`config.mk`:
```
export PLATFORM = sky130hd
export DESIGN_NAME = apix_rx_deframer
export DESIGN_NICKNAME = d
export VERILOG_FILES = /design/src/rtl/apix_pkg.sv /design/src/rtl/apix_pix_fifo.sv /design/src/rtl/apix_rx_deframer.sv
export SDC_FILE = /design/constraint.sdc
export NUM_CORES = 1
export LEC_CHECK = 0
export CORE_MARGIN = 3
export CORE_UTILIZATION = 55
export CTS_BUF_LIST = sky130_fd_sc_hd__clkbuf_16
export DETAILED_ROUTE_END_ITERATION = 10
export PLACE_DENSITY = 0.74
export SYNTH_ARGS = -nofsm -noshare
export SYNTH_HDL_FRONTEND = slang
export SYNTH_SLANG_ARGS = --single-unit
```
`constraint.sdc`:
```
create_clock -name clk -period 5.45 [get_ports clk]
set_clock_uncertainty 0.1 [all_clocks]
set_input_delay 0.545 -clock clk [delete_from_list [all_inputs] [get_ports clk]]
set_output_delay 0.545 -clock clk [all_outputs]
set_load 0.05 [all_outputs]
```
`src/rtl/apix_pkg.sv`:
```
// Shared constants and the CRC-8 step function for the APIX receive path.
package apix_pkg;

    localparam logic [7:0] SYNC_BYTE = 8'hFF;
    localparam logic [7:0] CRC_POLY  = 8'h07;
    localparam logic [7:0] CRC_INIT  = 8'h00;

    localparam logic [1:0] HUNT = 2'd0;
    localparam logic [1:0] DATA = 2'd1;
    localparam logic [1:0] CRC  = 2'd2;

    // One byte of CRC-8, MSB first, no reflection, no final XOR.
    function automatic logic [7:0] crc8_byte(input logic [7:0] crc, input logic [7:0] data_byte);
        logic [7:0] c;
        c = crc ^ data_byte;
        for (int i = 0; i < 8; i++) begin
            c = c[7] ? ({c[6:0], 1'b0} ^ CRC_POLY) : {c[6:0], 1'b0};
        end
        return c;
    endfunction

endpackage

```
`src/rtl/apix_pix_fifo.sv`:
```
// Synchronous first-word fall-through FIFO; a push into a full FIFO only lands if a pop frees a slot.
module apix_pix_fifo #(
    parameter int DATA_W = 25,
    parameter int DEPTH  = 8
) (
    input  logic              i_clk,
    input  logic              i_rst,
    input  logic              i_push,
    input  logic [DATA_W-1:0] i_push_data,
    output logic              o_full,
    input  logic              i_pop,
    output logic [DATA_W-1:0] o_pop_data,
    output logic              o_empty
);

    localparam int AW = $clog2(DEPTH);

    logic [AW:0]       r_wr_ptr;
    logic [AW:0]       r_rd_ptr;
    logic [DATA_W-1:0] r_mem [DEPTH];

    logic w_full;
    logic w_empty;
    logic w_do_push;
    logic w_do_pop;

    assign w_empty   = (r_wr_ptr == r_rd_ptr);
    assign w_full    = (r_wr_ptr[AW] != r_rd_ptr[AW]) &&
                       (r_wr_ptr[AW-1:0] == r_rd_ptr[AW-1:0]);
    assign w_do_pop  = i_pop && !w_empty;
    assign w_do_push = i_push && (!w_full || w_do_pop);

    always_ff @(posedge i_clk or posedge i_rst) begin
        if (i_rst) begin
            r_wr_ptr <= '0;
            r_rd_ptr <= '0;
        end else begin
            if (w_do_push) r_wr_ptr <= r_wr_ptr + (AW+1)'(1);
            if (w_do_pop)  r_rd_ptr <= r_rd_ptr + (AW+1)'(1);
        end
    end

    always_ff @(posedge i_clk) begin
        if (w_do_push) r_mem[r_wr_ptr[AW-1:0]] <= i_push_data;
    end

    // Head is forced to zero when empty so the outputs are defined out of reset.
    assign o_pop_data = w_empty ? '0 : r_mem[r_rd_ptr[AW-1:0]];
    assign o_full     = w_full;
    assign o_empty    = w_empty;

endmodule

```
`src/rtl/apix_rx_deframer.sv`:
```
// APIX receive deframer: sync hunt, pixel assembly, trailing CRC-8 check and
// cut-through pixel delivery through an output FIFO.
module apix_rx_deframer
    import apix_pkg::*;
#(
    parameter int PIXEL_BYTES   = 3,
    parameter int PIX_PER_FRAME = 4,
    parameter int FIFO_DEPTH    = 8,
    parameter int TIMEOUT       = 64,
    parameter int ERR_CNT_W     = 8
) (
    input  logic                     clk,
    input  logic                     rst,
    input  logic [7:0]               in_data,
    input  logic                     in_valid,
    output logic [8*PIXEL_BYTES-1:0] pix_data,
    output logic                     pix_valid,
    output logic                     pix_last,
    input  logic                     pix_ready,
    output logic                     frame_ok,
    output logic                     crc_err,
    output logic                     frame_abort,
    output logic                     ovf,
    input  logic                     ovf_clr,
    output logic [ERR_CNT_W-1:0]     err_count
);

    localparam int PW  = 8 * PIXEL_BYTES;
    localparam int BCW = (PIXEL_BYTES > 1) ? $clog2(PIXEL_BYTES) : 1;
    localparam int PCW = (PIX_PER_FRAME > 1) ? $clog2(PIX_PER_FRAME) : 1;
    localparam int TCW = $clog2(TIMEOUT);

    localparam logic [BCW-1:0] LAST_BYTE = BCW'(PIXEL_BYTES - 1);
    localparam logic [PCW-1:0] LAST_PIX  = PCW'(PIX_PER_FRAME - 1);
    localparam logic [TCW-1:0] TO_LAST   = TCW'(TIMEOUT - 1);

    logic [1:0]           r_state,     w_state_nx;
    logic [BCW-1:0]       r_byte_cnt,  w_byte_cnt_nx;
    logic [PCW-1:0]       r_pix_cnt,   w_pix_cnt_nx;
    logic [7:0]           r_crc,       w_crc_nx;
    logic [PW-1:0]        r_asm,       w_asm_nx;
    logic [TCW-1:0]       r_to_cnt,    w_to_cnt_nx;
    logic [ERR_CNT_W-1:0] r_err_count, w_err_count_nx;
    logic                 r_frame_ok,  w_frame_ok_nx;
    logic                 r_crc_err,   w_crc_err_nx;
    logic                 r_abort,     w_abort_nx;
    logic                 r_ovf,       w_ovf_nx;

    logic [PW-1:0] w_pix;
    logic          w_push;
    logic [PW:0]   w_push_data;
    logic [PW:0]   w_head;
    logic          w_full;
    logic          w_empty;
    logic          w_pop;

    // Assembly register with the current byte already dropped into its lane.
    always_comb begin
        w_pix = r_asm;
        for (int i = 0; i < PIXEL_BYTES; i++) begin
            if (r_byte_cnt == BCW'(i)) w_pix[8*i +: 8] = in_data;
        end
    end

    assign w_push      = (r_state == DATA) && in_valid && (r_byte_cnt == LAST_BYTE);
    assign w_push_data = {(r_pix_cnt == LAST_PIX), w_pix};
    assign w_pop       = pix_ready && !w_empty;

    always_comb begin
        w_state_nx     = r_state;
        w_byte_cnt_nx  = r_byte_cnt;
        w_pix_cnt_nx   = r_pix_cnt;
        w_crc_nx       = r_crc;
        w_asm_nx       = r_asm;
        w_to_cnt_nx    = r_to_cnt;
        w_err_count_nx = r_err_count;
        w_frame_ok_nx  = 1'b0;
        w_crc_err_nx   = 1'b0;
        w_abort_nx     = 1'b0;

        case (r_state)
            HUNT: begin
                w_to_cnt_nx = '0;
                if (in_valid && (in_data == SYNC_BYTE)) begin
                    w_state_nx    = DATA;
                    w_byte_cnt_nx = '0;
                    w_pix_cnt_nx  = '0;
                    w_crc_nx      = CRC_INIT;
                end
            end
            DATA: begin
                if (in_valid) begin
                    w_to_cnt_nx = '0;
                    w_asm_nx    = w_pix;
                    w_crc_nx    = crc8_byte(r_crc, in_data);
                    if (r_byte_cnt == LAST_BYTE) begin
                        w_byte_cnt_nx = '0;
                        if (r_pix_cnt == LAST_PIX) w_state_nx = CRC;
                        else w_pix_cnt_nx = r_pix_cnt + PCW'(1);
                    end else begin
                        w_byte_cnt_nx = r_byte_cnt + BCW'(1);
                    end
                end
            end
            CRC: begin
                if (in_valid) begin
                    w_to_cnt_nx = '0;
                    w_state_nx  = HUNT;
                    if (in_data == r_crc) begin
                        w_frame_ok_nx = 1'b1;
                    end else begin
                        w_crc_err_nx = 1'b1;
                        if (!(&r_err_count)) w_err_count_nx = r_err_count + ERR_CNT_W'(1);
                    end
                end
            end
            default: w_state_nx = HUNT;
        endcase

        // Idle timeout inside a frame; the partial pixel is lost, FIFO contents stay.
        if (((r_state == DATA) || (r_state == CRC)) && !in_valid) begin
            if (r_to_cnt == TO_LAST) begin
                w_abort_nx  = 1'b1;
                w_state_nx  = HUNT;
                w_to_cnt_nx = '0;
            end else begin
                w_to_cnt_nx = r_to_cnt + TCW'(1);
            end
        end
    end

    // Set wins over clear when a drop and ovf_clr coincide.
    always_comb begin
        w_ovf_nx = r_ovf;
        if (ovf_clr) w_ovf_nx = 1'b0;
        if (w_push && w_full && !w_pop) w_ovf_nx = 1'b1;
    end

    always_ff @(posedge clk or posedge rst) begin
        if (rst) begin
            r_state     <= HUNT;
            r_byte_cnt  <= '0;
            r_pix_cnt   <= '0;
            r_crc       <= CRC_INIT;
            r_asm       <= '0;
            r_to_cnt    <= '0;
            r_err_count <= '0;
            r_frame_ok  <= 1'b0;
            r_crc_err   <= 1'b0;
            r_abort     <= 1'b0;
            r_ovf       <= 1'b0;
        end else begin
            r_state     <= w_state_nx;
            r_byte_cnt  <= w_byte_cnt_nx;
            r_pix_cnt   <= w_pix_cnt_nx;
            r_crc       <= w_crc_nx;
            r_asm       <= w_asm_nx;
            r_to_cnt    <= w_to_cnt_nx;
            r_err_count <= w_err_count_nx;
            r_frame_ok  <= w_frame_ok_nx;
            r_crc_err   <= w_crc_err_nx;
            r_abort     <= w_abort_nx;
            r_ovf       <= w_ovf_nx;
        end
    end

    apix_pix_fifo #(
        .DATA_W (PW + 1),
        .DEPTH  (FIFO_DEPTH)
    ) u_fifo (
        .i_clk       (clk),
        .i_rst       (rst),
        .i_push      (w_push),
        .i_push_data (w_push_data),
        .o_full      (w_full),
        .i_pop       (pix_ready),
        .o_pop_data  (w_head),
        .o_empty     (w_empty)
    );

    assign pix_data    = w_head[PW-1:0];
    assign pix_last    = w_head[PW];
    assign pix_valid   = !w_empty;
    assign frame_ok    = r_frame_ok;
    assign crc_err     = r_crc_err;
    assign frame_abort = r_abort;
    assign ovf         = r_ovf;
    assign err_count   = r_err_count;

endmodule

```
# Yosys cells after proc, flatten, opt, wreduce, memory -nomap -nowiden
# Memories as Yosys holds them, arrays and structs flattened.
# Index checks and enable logic that the tools add are counted.
[classes] eq_ne=16 n_reduce_logical=27 n_mux=47 bitwise_logic=11 n_addsub=6
[op_table] op="8-bit two-way mux" n=5
[op_table] op="2-bit two-way mux" n=13
[op_table] op="25-bit two-way mux" n=1
[op_table] op="3-bit two-way mux" n=8
[op_table] op="3-bit inverter" n=8
[op_table] op="6-bit two-way mux" n=3
[op_table] op="8-bit case mux with 2 select lines" n=1
[op_table] op="1-bit two-way mux" n=12
[op_table] op="6-bit case mux with 2 select lines" n=1
[op_table] op="1-bit logical AND" n=9
[op_table] op="4-bit by 1-bit adder with 4-bit output, second input constant" n=2
[op_table] op="8-bit by 1-bit adder with 8-bit output, second input constant" n=1
[op_table] op="8-bit equality test" n=1
[op_table] op="8-bit equality test, second input constant" n=1
[op_table] op="2-bit != test, second input constant" n=4
[op_table] op="2-bit case mux with 2 select lines" n=2
[op_table] op="8-bit AND reduction" n=1
[op_table] op="8-bit XOR" n=1
[op_table] op="6-bit by 1-bit adder with 6-bit output, second input constant" n=1
[op_table] op="2-bit equality test, second input constant" n=3
[op_table] op="6-bit equality test, second input constant" n=1
[op_table] op="2-bit case mux with 3 select lines" n=1
[op_table] op="5-bit AND reduction" n=1
[op_table] op="2-bit by 1-bit adder with 2-bit output, second input constant" n=2
[op_table] op="other kinds (15)" n=24
[totals] output_inout_bits=38 word_cells=121 mem_count=1 in_bits=13 ff_bits=64 ram_bits=200
[memory_table] name="u_fifo.r_mem" depth=8 word_bits=25 rd=1 rd_ports_with_merged_regs=0 write_ports=1 line_no="apix_pix_fifo.sv:20" text="logic [DATA_W-1:0] r_mem [DEPTH];"

# Longest topological paths before layout
# Gate-level depths: netlist (run 1).
[depth] word_depth=19 depth_mapped=8 ltp_nobuf=6

# Hierarchy
# A second synthesis (run 1) with hierarchy kept.
[unflattened] hier_cells=703 area_unflattened_um2=11312.1
[modules_own_cells] module="apix_pix_fifo" seq_area_each_um2=6206.0 area_each_um2=8144.1 cells_per_inst=375 instances=1
[modules_own_cells] module="apix_rx_deframer" seq_area_each_um2=1401.3 area_each_um2=3168.0 cells_per_inst=328 instances=1

# Worst setup path before layout (run 1)
# OpenSTA, ideal clock, no wires.
[synth_timing] path_kind="register to register" from="register r_state[1]" to="memory u_fifo.r_mem[5][0] (enable)" path_slack_ns=1.604 n_path_buf=1 t_arrival_ns=3.302 setup_ns=0.444 stages_incl_launch_ff=8 path_cell_list="dfrtp_1 > inv_1 > ha_1 > and2_1 > buf_2 > nand2_1 > a21oi_2 > nor3b_1"
[synth_between] elab_chain_len=6
[synth_rtl] element="start: declaration" line_no="apix_rx_deframer.sv:37" text="logic [1:0] r_state, w_state_nx;"
[synth_rtl] element="start signal: assignment" line_no="apix_rx_deframer.sv:153" text="r_state <= w_state_nx;"
[synth_rtl] element="2-bit by 1-bit equality test with 1-bit output" line_no="apix_rx_deframer.sv:65" text="assign w_push = (r_state == DATA) && in_valid && (r_byte_cnt == LAST_BYTE);"
[synth_rtl] element="1-bit logical AND (2 in series)" line_no="apix_rx_deframer.sv:65"
[synth_rtl] element="1-bit logical AND" line_no="apix_pix_fifo.sv:31" text="assign w_do_push = i_push && (!w_full || w_do_pop);"
[synth_rtl] element="1-bit two-way mux" line_no="apix_pix_fifo.sv:44" text="if (w_do_push) r_mem[r_wr_ptr[AW-1:0]] <= i_push_data;"
[synth_rtl] element="1-bit two-way mux (not written as such)" line_no="apix_pix_fifo.sv:44"
[synth_rtl] element="end: declaration" line_no="apix_pix_fifo.sv:20"
# Every way passes these cells.

# Worst setup path in the final report (run 1)
[layout_timing] from="register u_fifo.r_rd_ptr[0]" to="output port pix_data[15]"
[layout_between] elab_chain_len=2 elab_cells_between_ends=3
[layout_rtl] element="start: declaration" line_no="apix_pix_fifo.sv:19" text="logic [AW:0] r_rd_ptr;"
[layout_rtl] element="start signal: assignment" line_no="apix_pix_fifo.sv:39" text="if (w_do_pop) r_rd_ptr <= r_rd_ptr + (AW+1)'(1);"
[layout_rtl] element="memory 8 x 25 bit or 4-bit equality test (tied branches)"
[layout_rtl] element="25-bit two-way mux *" line_no="apix_pix_fifo.sv:48" text="assign o_pop_data = w_empty ? '0 : r_mem[r_rd_ptr[AW-1:0]];"
[layout_rtl] element="end: declaration" line_no="apix_rx_deframer.sv:16" text="output logic [8*PIXEL_BYTES-1:0] pix_data,"
# Every way passes the cells marked *; elsewhere a longest branch is shown, timed or not.

==> results list, run 1 <==
* Status: finished, final reports clean
- Measured in cells, the most critical reg-to-reg path has a length of 4.
- Final routed wire length divided by cell count: ~22 µm
* Critical path capture point type: output pin
- In this run the number of H-tree levels came out at 1.
- STA puts the critical path data required time at 4.81 ns.
* Number of vias per cell: 5.94
- The longest clock path from root to sink contains 3 buffers.
- In this run, placement finished with an instance count of slightly above 900.
* Reg-to-reg startpoint: r_byte_cnt[1]$_DFFE_PP0P_
- Clock-pin slew was measured on the worst setup and hold paths at roughly 0.060 ns.
* Synth cell types: between 50 and 60
- TritonCTS built the clock tree.
- The worst hold path begins at u_fifo.r_wr_ptr[3]$_DFFE_PP0P_.
* Routability congestion estimate from global placement: a little over 0.8
* Starting density of the core: 56.7%
- Number of global-route vias before repair: 6004
- Number of clock buffers inserted by TritonCTS: 26
- Post-layout power: roughly 6 mW
* Clk Tree Root Cell: sky130_fd_sc_hd__clkbuf_16
* Hold Path Depth: 1
- The tightest min-delay check is of the register to register type.
* Number of setup buffers added after CTS: 0
- Sequential element share of the synthesized area: between 60% and 70%
- Initial antenna violation count: 0
- Post-Synthesis Cell Area: ~11000 µm²
- Summed over all layers, the global routing overflow is 0.
- A synthesized cell averages 17.8 µm².
- Areal power density over the cells: between 400 and 500 nW/µm²
- Finished Layout Cells: between 900 and 1000
- After detailed routing, the number of remaining DRC violations is 0.
- Measured along the y axis, the die boundary spans 149 µm.
- Final WL: ~22000 µm
- Top-level port count: 51
- In this run, synthesis produced a sequential element count of 264.
- Maximum number of pins on one net before global-route repair: 65
- After floorplanning, the core was sized to cover approximately 20000 µm².
- Of the cells placed in the final design, the portion with a size suffix greater than 1 is 24.3%.
- The endpoint identified for the worst register-to-register timing path is u_fifo.r_mem[1][9]$_DFFE_PP_.
- N_diodes: 0
- WS Path Type: register to output pin
* Max-capacitance violation count: 0
* Max FO, Critical Path: 35
- After the last flow step, the layout net total stands at slightly above 700.
- Routed vias: about 5800
- Leak Pwr: a little under 5 nW
* Layout area overhead: 14.2%
- The filler cells instantiated in the layout total between 1000 and 1500.
* End point of the most critical hold path: u_fifo.r_wr_ptr[3]$_DFFE_PP0P_
- Based on the critical path, the design can be clocked at up to around 230 MHz.
* Row cnt: 51
- Gates resized during post-CTS repair numbered 0.
* Measured slew at the worst slew-check pin: 1.16 ns
- The worst pin sits at a relative slew slack of between 20% and 30%.
* Clock latency reported for the late side of the worst-skew pair: 0.52 ns
- Endpoints failing hold: 0
- All-layer global routing usage: roughly a fifth
* Port buffer count: 50
* Die boundary width: around 150 µm
* Internal reg-to-reg setup slack: 1.84 ns
- Setup repair after global routing left no endpoint under its margin.
- Number of max-slew violations in the final report: 0
- VDD IR max: 0.294 mV
* Shortest clock period the worst path allows after layout: 4.26 ns
- DIE AREA: 22100 µm²
- The worst setup path is launched from a register.
- The final critical path takes up between 70% and 80% of the cycle.
* Total of warnings raised by yosys: 0
* Number of routed nets with antenna violations: 0
- Critical path arrival: ~3.6 ns
- Area taken by multi-input logic gates: 3390 µm²
- Register area: 7610 µm²
* Count of routing violations after the opening detailed-route iteration: 357
* Setup tns final: 0 ns
- In this run, post-CTS hold repair placed 0 buffers.
- In the synthesized netlist, the number of instances is between 600 and 700.
- Setup violations remaining at the end of the flow were counted as 0.
- The first TritonRoute pass finished after 5 iterations.
* Global-route wire length before repair: roughly 34000 µm
- Clock Sink Count: 264
- Layout Utilization: 64.8%
- Post-synthesis net count: 656
- The wire-length estimate of the detail-placed layout is 12800 µm.
[layout make-up]
class | count | share of cell area (%)
Clock buffer | 27 | 5.29
Clock inverter | 18 | 0.930
Inverter | 14 | 0.411
Multi-Input combinational cell | 323 | 26.6
Sequential cell | 264 | 59.6
Tap cell | 265 | 2.60
Timing Repair Buffer | 62 | 4.62
[cells in the mapped netlist (all sizes together)]
master	instances	area [µm²]
edfxtp	200	6010
dfrtp	64	1600
mux2	51	574
mux4	50	1130
nor2	36	138
mux2i	26	260
buf	22	111
nand2	20	75.1
xnor2	19	181
o21ai	16	80.1
inv	14	52.6
xor2	14	123
ha	13	163
nand3	11	55.1
clkbuf	7	26.3
nor3	6	41.3
o31ai	6	60.1
and3	5	31.3
a211oi	4	30.0
a21oi	4	27.5
nor3b	4	30.0
a31oi	3	18.8
and4b	3	30.0
nand2b	3	18.8
nor4	3	40.0
o22ai	3	18.8
or2	3	18.8
xnor3	3	67.6
nor2b	2	12.5
o2bb2ai	2	17.5
or4	2	15.0
a2111oi	1	27.5
a2bb2oi	1	8.76
a31o	1	17.5
and2	1	6.26
and4	1	8.76
and4bb	1	12.5
nand3b	1	7.51
nand4	1	6.26
o221ai	1	8.76
o31a	1	8.76
xor3	1	23.8
[critical path, stage by stage, from the launching register on]
cell	delay [ns]
sky130_fd_sc_hd__dfrtp_4	0.89
sky130_fd_sc_hd__buf_4	0.50
sky130_fd_sc_hd__mux4_2	0.57
sky130_fd_sc_hd__mux2i_1	0.27
sky130_fd_sc_hd__nor2_1	0.08
sky130_fd_sc_hd__clkdlybuf4s50_1	0.74
[power by group]
| group | internal [mW] | total (mW) | switching [mW] | leakage [nW] |
|---|---|---|---|---|
| Sequential | 2.40 | 2.54 | 0.132 | 2.83 |
| Combinational | 0.794 | 1.95 | 1.16 | 1.59 |
| Clock | 0.943 | 1.66 | 0.712 | 0.402 |
| Total | 4.14 | 6.14 | 2.00 | 4.83 |
[state kept, by name (all words and copies together) (netlist names)]
name / count
r_asm: 24
r_pix_cnt: 2
r_byte_cnt: 2
r_crc: 8
crc_err: 1
r_state: 2
r_to_cnt: 6
err_count: 8
frame_abort: 1
u_fifo.r_mem: 200
ovf: 1
frame_ok: 1
u_fifo.r_rd_ptr: 4
u_fifo.r_wr_ptr: 4
[layer usage]
| layer | wire length, µm | GRT usage (%) | vias to the layer above |
|---|---|---|---|
| met4 | 395 | 4.99 | 0 |
| met3 | 1040 | 2.32 | 30 |
| met5 | 0 | 0 | - |
| met1 | 9280 | 28.8 | 3014 |
| met2 | 10900 | 34.0 | 162 |
| li1 | - | - | 2573 |
[placed cells by master (no fill, tap or decap), types with 5 or more instances in the layout]
master / netlist / layout
sky130_fd_sc_hd__mux2i_1: 26 / 26
sky130_fd_sc_hd__dfrtp_1: 64 / 62
sky130_fd_sc_hd__xnor2_1: 17 / 17
sky130_fd_sc_hd__edfxtp_1: 200 / 200
sky130_fd_sc_hd__ha_1: 13 / 13
sky130_fd_sc_hd__mux4_2: 50 / 50
sky130_fd_sc_hd__o21ai_0: 16 / 16
sky130_fd_sc_hd__clkdlybuf4s50_1: 0 / 50
sky130_fd_sc_hd__xor2_1: 14 / 14
sky130_fd_sc_hd__clkinv_2: 0 / 8
sky130_fd_sc_hd__nand3_1: 11 / 11
sky130_fd_sc_hd__mux2_2: 50 / 50
sky130_fd_sc_hd__nor2_1: 35 / 35
sky130_fd_sc_hd__nand2_1: 20 / 20
sky130_fd_sc_hd__nor3_1: 5 / 5
sky130_fd_sc_hd__clkbuf_16: 0 / 27
sky130_fd_sc_hd__buf_4: 1 / 12
sky130_fd_sc_hd__and3_1: 5 / 5
sky130_fd_sc_hd__inv_1: 14 / 15
[cell families after synthesis]
logic type	Yosys count	share of synthesized area [%]
flip-flops	264	68.0
multiplexers	127	17.5
adder cells (fa/ha/maj)	13	1.45
buffers and inverters	43	1.70
AO/OA/AOI/OAI	43	2.90
XOR/XNOR	37	3.53
AND/OR/NAND/NOR	103	4.89
[worst max-delay path by stage]
stage	start	endpoint	slack (ns)	cells past startpoint
2_1_floorplan	r_state[1]$_DFF_PP0_	u_fifo.r_mem[5][0]$_DFFE_PP_	1.60	7
6_report	u_fifo.r_rd_ptr[0]$_DFFE_PP0P_	pix_data[15]	1.19	5
4_1_cts	u_fifo.r_rd_ptr[0]$_DFFE_PP0P_	pix_data[15]	1.11	5
3_3_place_gp	u_fifo.r_rd_ptr[0]$_DFFE_PP0P_	pix_data[15]	1.75	5
3_5_place_dp	in_valid	u_fifo.r_mem[1][14]$_DFFE_PP_	1.68	6
5_1_grt	u_fifo.r_rd_ptr[0]$_DFFE_PP0P_	pix_last	0.93	4
[through the flow]
step,hold slack [ns],cell area [µm²],setup slack (ns)
after detailed placement,0.376,12000,1.68
after CTS,0.389,12800,1.11
final,0.388,12800,1.19
after floorplan,0.362,11200,1.60
after global routing,0.418,12800,0.931
after global placement,0.375,12000,1.75
Note: power is estimated with default switching activity, not from simulation.
==> inputs of run 2 (changes only) <==
CORE_UTILIZATION = 54   (was 55)
PLACE_DENSITY = 0.75   (was 0.74)
clock period = 3.7 ns   (was 5.45 ns; I/O delays follow)
==> run 2 against run 1 <==
Sequential cell count is the same. Clock-buffer cell count is the same. Design area grew 1.0%. First-iteration DRC count grew 16%. Global-route usage grew 0.12 points. Sequential share of layout area shrank 0.60 points. Non-clock buffer count grew 4. Die area grew 1.8%. Critical path type unchanged. Largest cell class unchanged. Largest power group unchanged. Highest routed layer unchanged.
==> results list, run 2 (synthesis results as in run 1) <==
- Subtracting the final worst setup slack from the clock period gives around 3.1 ns.
* Maximum clock frequency: between 300 and 400 MHz
* Nets: 722 (was 717)
- The total half-perimeter wirelength after legalization and detailed placement came to 13100 µm (was 12800 µm).
- The starting density of the core is 55.1% (was 56.7%).
- Post-layout power: 9.34 mW (was 6.14 mW)
* Setup tns final: 0 ns (unchanged)
- The count of endpoints failing hold in the final timing report came to 0 (unchanged).
* DIE HEIGHT: 150 µm (was 149 µm)
- The capturing element type of the critical path is an output pin (unchanged).
- The combinational fraction of design power came to 31.1% (was 31.8%).
- Remaining Overflow, GRT: 0 (unchanged)
- Clock latency reported for the late side of the worst-skew pair: 0.54 ns (was 0.52 ns)
- Number of vias per cell: 5.89 (was 5.94)
- The arrival time reported for the critical path endpoint was 2.58 ns (was 3.61 ns).
- N_diodes: 0 (unchanged)
- Layout Utilization: 63.6% (was 64.8%)
* Internal reg-to-reg setup slack: 1.13 ns (was 1.84 ns)
- The largest net degree at the start of global routing was 54 (was 65).
- Endpoint of the most critical register-to-register path: u_fifo.r_mem[1][19]$_DFFE_PP_ (was u_fifo.r_mem[1][9]$_DFFE_PP_)
* Register area: 7610 µm² (unchanged)
- The switching power came to 2.99 mW (was 2.00 mW).
* RSZ-0062 raised after global routing: false (unchanged)
- The most congested layer reported by global routing was met2 (unchanged).
- The TritonCTS clock tree was built (unchanged).
- The class of the tightest hold or removal check is input port to asynchronous set/reset pin (was register to register).
- The source of the worst register-to-register timing path is r_state[1]$_DFF_PP0_ (was r_byte_cnt[1]$_DFFE_PP0P_).
- Critical Path Source Type: register (unchanged)
* Fin crit share: a little over 80%
- Share of total power consumed by net switching: 32.0% (was 32.6%)
- Routed vias: 5808 (was 5779)
* Clock Sink Count: 264 (unchanged)
* Commonest non-fill, non-tap cells in the layout: sky130_fd_sc_hd__edfxtp_1 (200), sky130_fd_sc_hd__dfrtp_1 (62), sky130_fd_sc_hd__mux2_2 (50), sky130_fd_sc_hd__mux4_2 (50), sky130_fd_sc_hd__buf_4 (40) (was sky130_fd_sc_hd__edfxtp_1 (200), sky130_fd_sc_hd__dfrtp_1 (62), sky130_fd_sc_hd__mux2_2 (50), sky130_fd_sc_hd__mux4_2 (50), sky130_fd_sc_hd__clkdlybuf4s50_1 (50))
* Max FO, Critical Path: 53 (was 35)
- The worst IR drop on VDD came to 0.386 mV (was 0.294 mV).
* Status: finished, final reports clean (unchanged)
* Share of cells above drive strength 1: 28.5% (was 24.3%)
- The design internal power was 6.35 mW (was 4.14 mW).
- Count of routing violations after the opening detailed-route iteration: 413 (was 357)
- Final WL: 22000 µm (was 21600 µm)
- Layout area overhead: 15.4% (was 14.2%)
- Hold bufs inserted after CTS: 0 (unchanged)
- Area taken by multi-input logic gates: 3400 µm² (was 3390 µm²)
* Post-cts repair resize count: 0 (unchanged)
* Fill count: 1426 (was 1303)
- Clk Tree Root Cell: sky130_fd_sc_hd__clkbuf_16 (unchanged)
- Port buffer count: 50 (unchanged)
- The die footprint came to 22500 µm² (was 22100 µm²).
- Number of global-route vias before repair: 6253 (was 6004)
* Number of DRC violations after detailed routing: 0 (unchanged)
- Leak Pwr: 4.94 nW (was 4.83 nW)
* Routing usage on met3: 2.73% (was 2.32%)
- The maximum clock insertion buffer count is 3 (unchanged).
- The area inside the core boundary came to 20300 µm² (was 19700 µm²).
* Fraction of power consumed by sequential logic: 39.1% (was 41.3%)
- Total of endpoints with negative setup slack in the final report: 0 (unchanged)
- Final routed wire length divided by cell count: 22.4 µm (was 22.2 µm)
- The H-tree depth is 1 (unchanged).
* Row cnt: 52 (was 51)
* Met1 usage in global routing: 28.6% (was 28.8%)
- The number of primary I/O pins is 51 (unchanged).
* Number of routed nets with antenna violations: 0 (unchanged)
- WS Path Type: register to output pin (unchanged)
* Number of flip-flops under the largest register name: 200 (unchanged)
- The routability-driven placement congestion ratio was 0.848 (was 0.828).
- The max-capacitance violation count came to 0 (unchanged).
- Headroom to the max-slew limit: 31.0% (was 22.6%)
* All-layer global routing usage: 20.3% (was 20.2%)
- Number of setup buffers added after CTS: 0 (unchanged)
- The width of the chip is 150 µm (was 149 µm).
- The number of cells on the worst reg-to-reg path is 7 (was 4).
- Areal power density over the cells: 723 nW/µm² (was 481 nW/µm²)
- The number of slew-limit violations in the final report was 0 (unchanged).
- Most common cell after layout, fill and taps aside: sky130_fd_sc_hd__edfxtp_1 (unchanged)
- Worst-path clk slew: 0.06 ns (about the same)
* Global-route wire length before repair: 35000 µm (was 34300 µm)
- The initial antenna violation count was 0 (unchanged).
- Crit path required time: 3.23 ns (was 4.81 ns)
- The actual slew at the worst max-slew pin came to 1.03 ns (was 1.16 ns).
* Drt pass-1 iters: 5 (unchanged)
- Global-route met2 utilization: 34.2% (was 34.0%)
- The portion of total power attributed to the clock network is 29.8% (was 26.9%).
- Number of clock buffers inserted by TritonCTS: 27 (was 26)
## run 2: cell type report
class,instances,area share (%)
sequential,264,59.0
multi-input combinational,323,26.4
clock buffer,27,5.24
timing repair buffer,66,4.50
tap,270,2.62
clock inverter,22,1.91
inverter,14,0.407
## run 2: worst max-delay path by stage
stage | startpoint | to | slack, ns | cells past startpoint
6_report | u_fifo.r_rd_ptr[1]$_DFFE_PP0P_ | pix_data[19] | 0.65 | 5
3_5_place_dp | in_data[3] | err_count[1]$_DFFE_PP0P_ | 0.91 | 7
5_1_grt | u_fifo.r_rd_ptr[0]$_DFFE_PP0P_ | pix_data[15] | 0.51 | 5
4_1_cts | u_fifo.r_rd_ptr[0]$_DFFE_PP0P_ | pix_data[15] | 0.61 | 5
2_1_floorplan | r_state[1]$_DFF_PP0_ | u_fifo.r_mem[5][0]$_DFFE_PP_ | 0.73 | 7
3_3_place_gp | in_data[3] | err_count[1]$_DFFE_PP0P_ | 0.99 | 7
## run 2: routing by layer
layer	routed length [µm]	up-vias	part of all wire, %
met1	9300	3025	42
met2	11200	167	51
met4	525	0	2.4
met5	0	-	0
met3	1030	38	4.6
li1	-	2578	-
## run 2: power groups by stage
stage,registers (mW),logic (mW),clock network (mW)
after global placement,3.70,2.88,0
after global routing,3.67,3.13,2.95
after detailed placement,3.71,2.94,0
after CTS,3.65,2.95,2.83
after floorplan,3.65,2.23,0
final,3.65,2.91,2.78
## run 2: critical path: stages (launching register included)
cell and delay (ns):
sky130_fd_sc_hd__dfrtp_2 0.37, sky130_fd_sc_hd__buf_4 0.59, sky130_fd_sc_hd__mux4_2 0.40, sky130_fd_sc_hd__mux2i_1 0.37, sky130_fd_sc_hd__nor2_1 0.09, sky130_fd_sc_hd__buf_4 0.20
## run 2: stage by stage
step	hold WS [ns]	cells	cell area [µm²]	setup slack (ns)
after floorplan	0.362	630	11200	0.732
after global placement	0.377	937	12000	0.992
after detailed placement	0.378	937	12000	0.908
after CTS	0.331	986	12900	0.610
after global routing	0.358	986	12900	0.507
final	0.303	986	12900	0.647
==> inputs of run 3 (changes only) <==
CORE_UTILIZATION = 55   (was 54)
PLACE_DENSITY = 0.74   (was 0.75)
clock period = 2.9 ns   (was 3.7 ns; I/O delays follow)
==> run 3 against run 2 <==
Sequential cell count unchanged. Total power rose by 26%. Utilization increased by 2.1 points. Combinational power increased by 30%. Clock-buffer cell count is the same. First-iteration DRC count down 5.3%. Non-clock buffer count increased by 3. Worst hold slack worse by 0.25 ns. Design area up 0.40%. Clock power grew 17%.
==> results list, run 3 (synthesis results as in run 1) <==
* CTS tree: built (unchanged)
- Most common cell after layout, fill and taps aside: sky130_fd_sc_hd__edfxtp_1 (unchanged)
* Drt pass-1 iters: 5 (unchanged)
- NetSw: 3.77 mW (was 2.99 mW)
* Number of routed nets with antenna violations: 0 (unchanged)
* Commonest non-fill, non-tap cells in the layout: sky130_fd_sc_hd__edfxtp_1 (200), sky130_fd_sc_hd__dfrtp_1 (62), sky130_fd_sc_hd__mux2_2 (50), sky130_fd_sc_hd__mux4_2 (50), sky130_fd_sc_hd__nor2_1 (35) (was sky130_fd_sc_hd__edfxtp_1 (200), sky130_fd_sc_hd__dfrtp_1 (62), sky130_fd_sc_hd__mux2_2 (50), sky130_fd_sc_hd__mux4_2 (50), sky130_fd_sc_hd__buf_4 (40))
- Detailed Place HPWL: 13200 µm (was 13100 µm)
* Clock Sink Count: 264 (unchanged)
* Endpoints failing hold: 0 (unchanged)
* CTS H-tree lvls: 1 (unchanged)
- The worst max-slew margin expressed relative to the limit came to 61.5% (was 31.0%).
- Fin worst setup slack: 0.152 ns (was 0.647 ns)
- The later-pin clock latency in the skew report came to 0.52 ns (was 0.54 ns).
* Fill count: 1329 (was 1426)
* Layout Utilization: 65.7% (was 63.6%)
- WS Path Type: register to output pin (unchanged)
* Final routed wire length divided by cell count: 22.2 µm (was 22.4 µm)
* Max-capacitance violation count: 0 (unchanged)
* Number of vias per cell: 5.91 (was 5.89)
* Measured slew at the worst slew-check pin: 0.572 ns (was 1.03 ns)
* Post-route worst hold slack: 0.0518 ns (was 0.303 ns)
- Number of DRC violations after detailed routing: 0 (unchanged)
- Clock Path Buffers: 3 (unchanged)
- The root buffer cell is sky130_fd_sc_hd__clkbuf_16 (unchanged).
- Remaining Overflow, GRT: 0 (unchanged)
* Reg-to-reg startpoint: r_state[1]$_DFF_PP0_ (unchanged)
- The area inside the core boundary came to 19700 µm² (was 20300 µm²).
* DIE HEIGHT: 149 µm (was 150 µm)
* Final WL: 21800 µm (was 22000 µm)
- The number of failing setup endpoints in the final timing report was 0 (unchanged).
- The largest net degree at the start of global routing came to 65 (was 54).
* Starting density of the core: 56.7% (was 55.1%)
- The sequential power share is 39.8% (was 39.1%).
- The worst IR drop on VDD came to 0.470 mV (was 0.386 mV).
* Critical path arrival: 2.36 ns (was 2.58 ns)
* Worst-path clk slew: 0.06 ns (about the same)
- The area of all sequential standard cells was 7610 µm² (unchanged).
- Status: finished, final reports clean (unchanged).
- Number of flip-flops under the largest register name: 200 (unchanged)
- The summed area of non-filler cells in the final layout is 13000 µm² (was 12900 µm²).
* Post-Place Cell Area: 12100 µm² (was 12000 µm²)
* Die boundary width: 149 µm (was 150 µm)
- Hold bufs inserted after CTS: 0 (unchanged)
- N_diodes: 0 (unchanged)
- Fraction of power consumed by combinational cells: 32.4% (was 31.1%)
- Share of cells above drive strength 1: 28.0% (was 28.5%)
- The post-CTS setup-driven buffer insertion count was 0 (unchanged).
* Critical path capture point type: output pin (unchanged)
- Top-level port count: 51 (unchanged)
- The switching share of power came to 32.2% (was 32.0%).
- The total global-route track usage came to 20.4% (was 20.3%).
- The global-route wire length before repair is 34800 µm (was 35000 µm).
- Areal power density over the cells: 904 nW/µm² (was 723 nW/µm²)
- The critical path launch point type is a register (unchanged).
- Setup tns final: 0 ns (unchanged)
- The design internal power is 7.95 mW (was 6.35 mW).
- Min-Delay Path Class: input port to asynchronous set/reset pin (unchanged)
- Of the available clock period, the critical path in the final layout requires between 90% and 100%.
- Leak Pwr: 4.97 nW (was 4.94 nW)
* Clock Power Share: 27.9% (was 29.8%)
- Timing would allow up to 364 MHz.
- The number of slew-limit violations in the final report is 0 (unchanged).
- The routability-driven placement congestion ratio came to 0.852 (was 0.848).
- The count of buffers inserted at the top-level ports is 50 (unchanged).
- Post-cts repair resize count: 0 (unchanged)
- RSZ-0062 raised after global routing: false (unchanged).
- Crit path required time: 2.51 ns (was 3.23 ns)
* Layout area overhead: 15.8% (was 15.4%)
* Source of the critical timing path: u_fifo.r_rd_ptr[0]$_DFFE_PP0P_ (was u_fifo.r_rd_ptr[1]$_DFFE_PP0P_)
* DIE AREA: 22100 µm² (was 22500 µm²)
- Nets: 725 (was 722)
- The peak fanout along the critical path was 20 (was 53).
- DP Worst Slack: 0.304 ns (was 0.908 ns)
- The number of clock buffers inserted by TritonCTS was 27 (unchanged).
- The row count came to 51 (was 52).
* Number of global-route vias before repair: 6206 (was 6253)
* Initial antenna violation count: 0 (unchanged)
- Count of routing violations after the opening detailed-route iteration: 391 (was 413)
- Routed vias: 5811 (was 5808)
- The area taken by multi-input logic gates was 3400 µm² (unchanged).
- After layout, the minimum clock period comes to 2.75 ns.
## run 3: cell types whose count changed in the layout (fill, tap and decap cells not counted), sizes merged
| cell | before | now |
|---|---|---|
| buf | 42 | 45 |
| bufinv | 5 | 3 |
| clkinvlp | 2 | 0 |
| inv | 17 | 20 |
## run 3: path summary, 6_finish.rpt
kind / cells after the start / slack [ns] / to
worst max register to register: 7 / 0.40 / u_fifo.r_mem[4][9]$_DFFE_PP_
worst min-delay path: 3 / 0.05 / u_fifo.r_wr_ptr[3]$_DFFE_PP0P_
min in group clk: 2 / 0.28 / ovf$_DFFE_PP0P_
max in group asynchronous: 3 / 2.35 / r_asm[9]$_DFFE_PP0N_
worst min register to register: 1 / 0.39 / u_fifo.r_rd_ptr[3]$_DFFE_PP0P_
worst max-delay path: 5 / 0.15 / pix_data[3]
## run 3: metal layers
metal	track usage (%)	up-vias	part of all wire (%)
li1	-	2601	-
met1	28.7	3020	42
met2	34.5	169	51
met3	2.77	21	5.0
met4	5.03	0	1.5
met5	0	-	0
## run 3: power groups by stage
stage / clock (mW) / sequential, mW / combinational, mW
4_1_cts: 3.33 / 4.66 / 3.84
5_1_grt: 3.50 / 4.68 / 4.05
3_3_place_gp: 0 / 4.73 / 3.74
2_1_floorplan: 0 / 4.66 / 2.85
3_5_place_dp: 0 / 4.74 / 3.82
6_report: 3.26 / 4.66 / 3.79
## run 3: cell type report
class | instances | share of cell area [%]
clock buffer | 27 | 5.21
clock inverter | 21 | 1.27
inverter | 14 | 0.406
multi-input combinational | 323 | 26.2
sequential | 264 | 58.7
tap | 265 | 2.56
timing repair buffer | 69 | 5.55
## run 3: stage by stage
| step | total power, mW | std cells |
|---|---|---|
| 2_1_floorplan | 7.50 | 630 |
| 3_3_place_gp | 8.46 | 935 |
| 3_5_place_dp | 8.56 | 935 |
| 4_1_cts | 11.8 | 983 |
| 5_1_grt | 12.2 | 983 |
| 6_report | 11.7 | 983 |
## run 3: critical path, stage by stage (launching register included)
cell and delay (ns):
sky130_fd_sc_hd__dfrtp_4 0.51, sky130_fd_sc_hd__buf_12 0.22, sky130_fd_sc_hd__mux4_2 0.53, sky130_fd_sc_hd__mux2i_1 0.27
sky130_fd_sc_hd__nor2_1 0.08, sky130_fd_sc_hd__buf_4 0.20
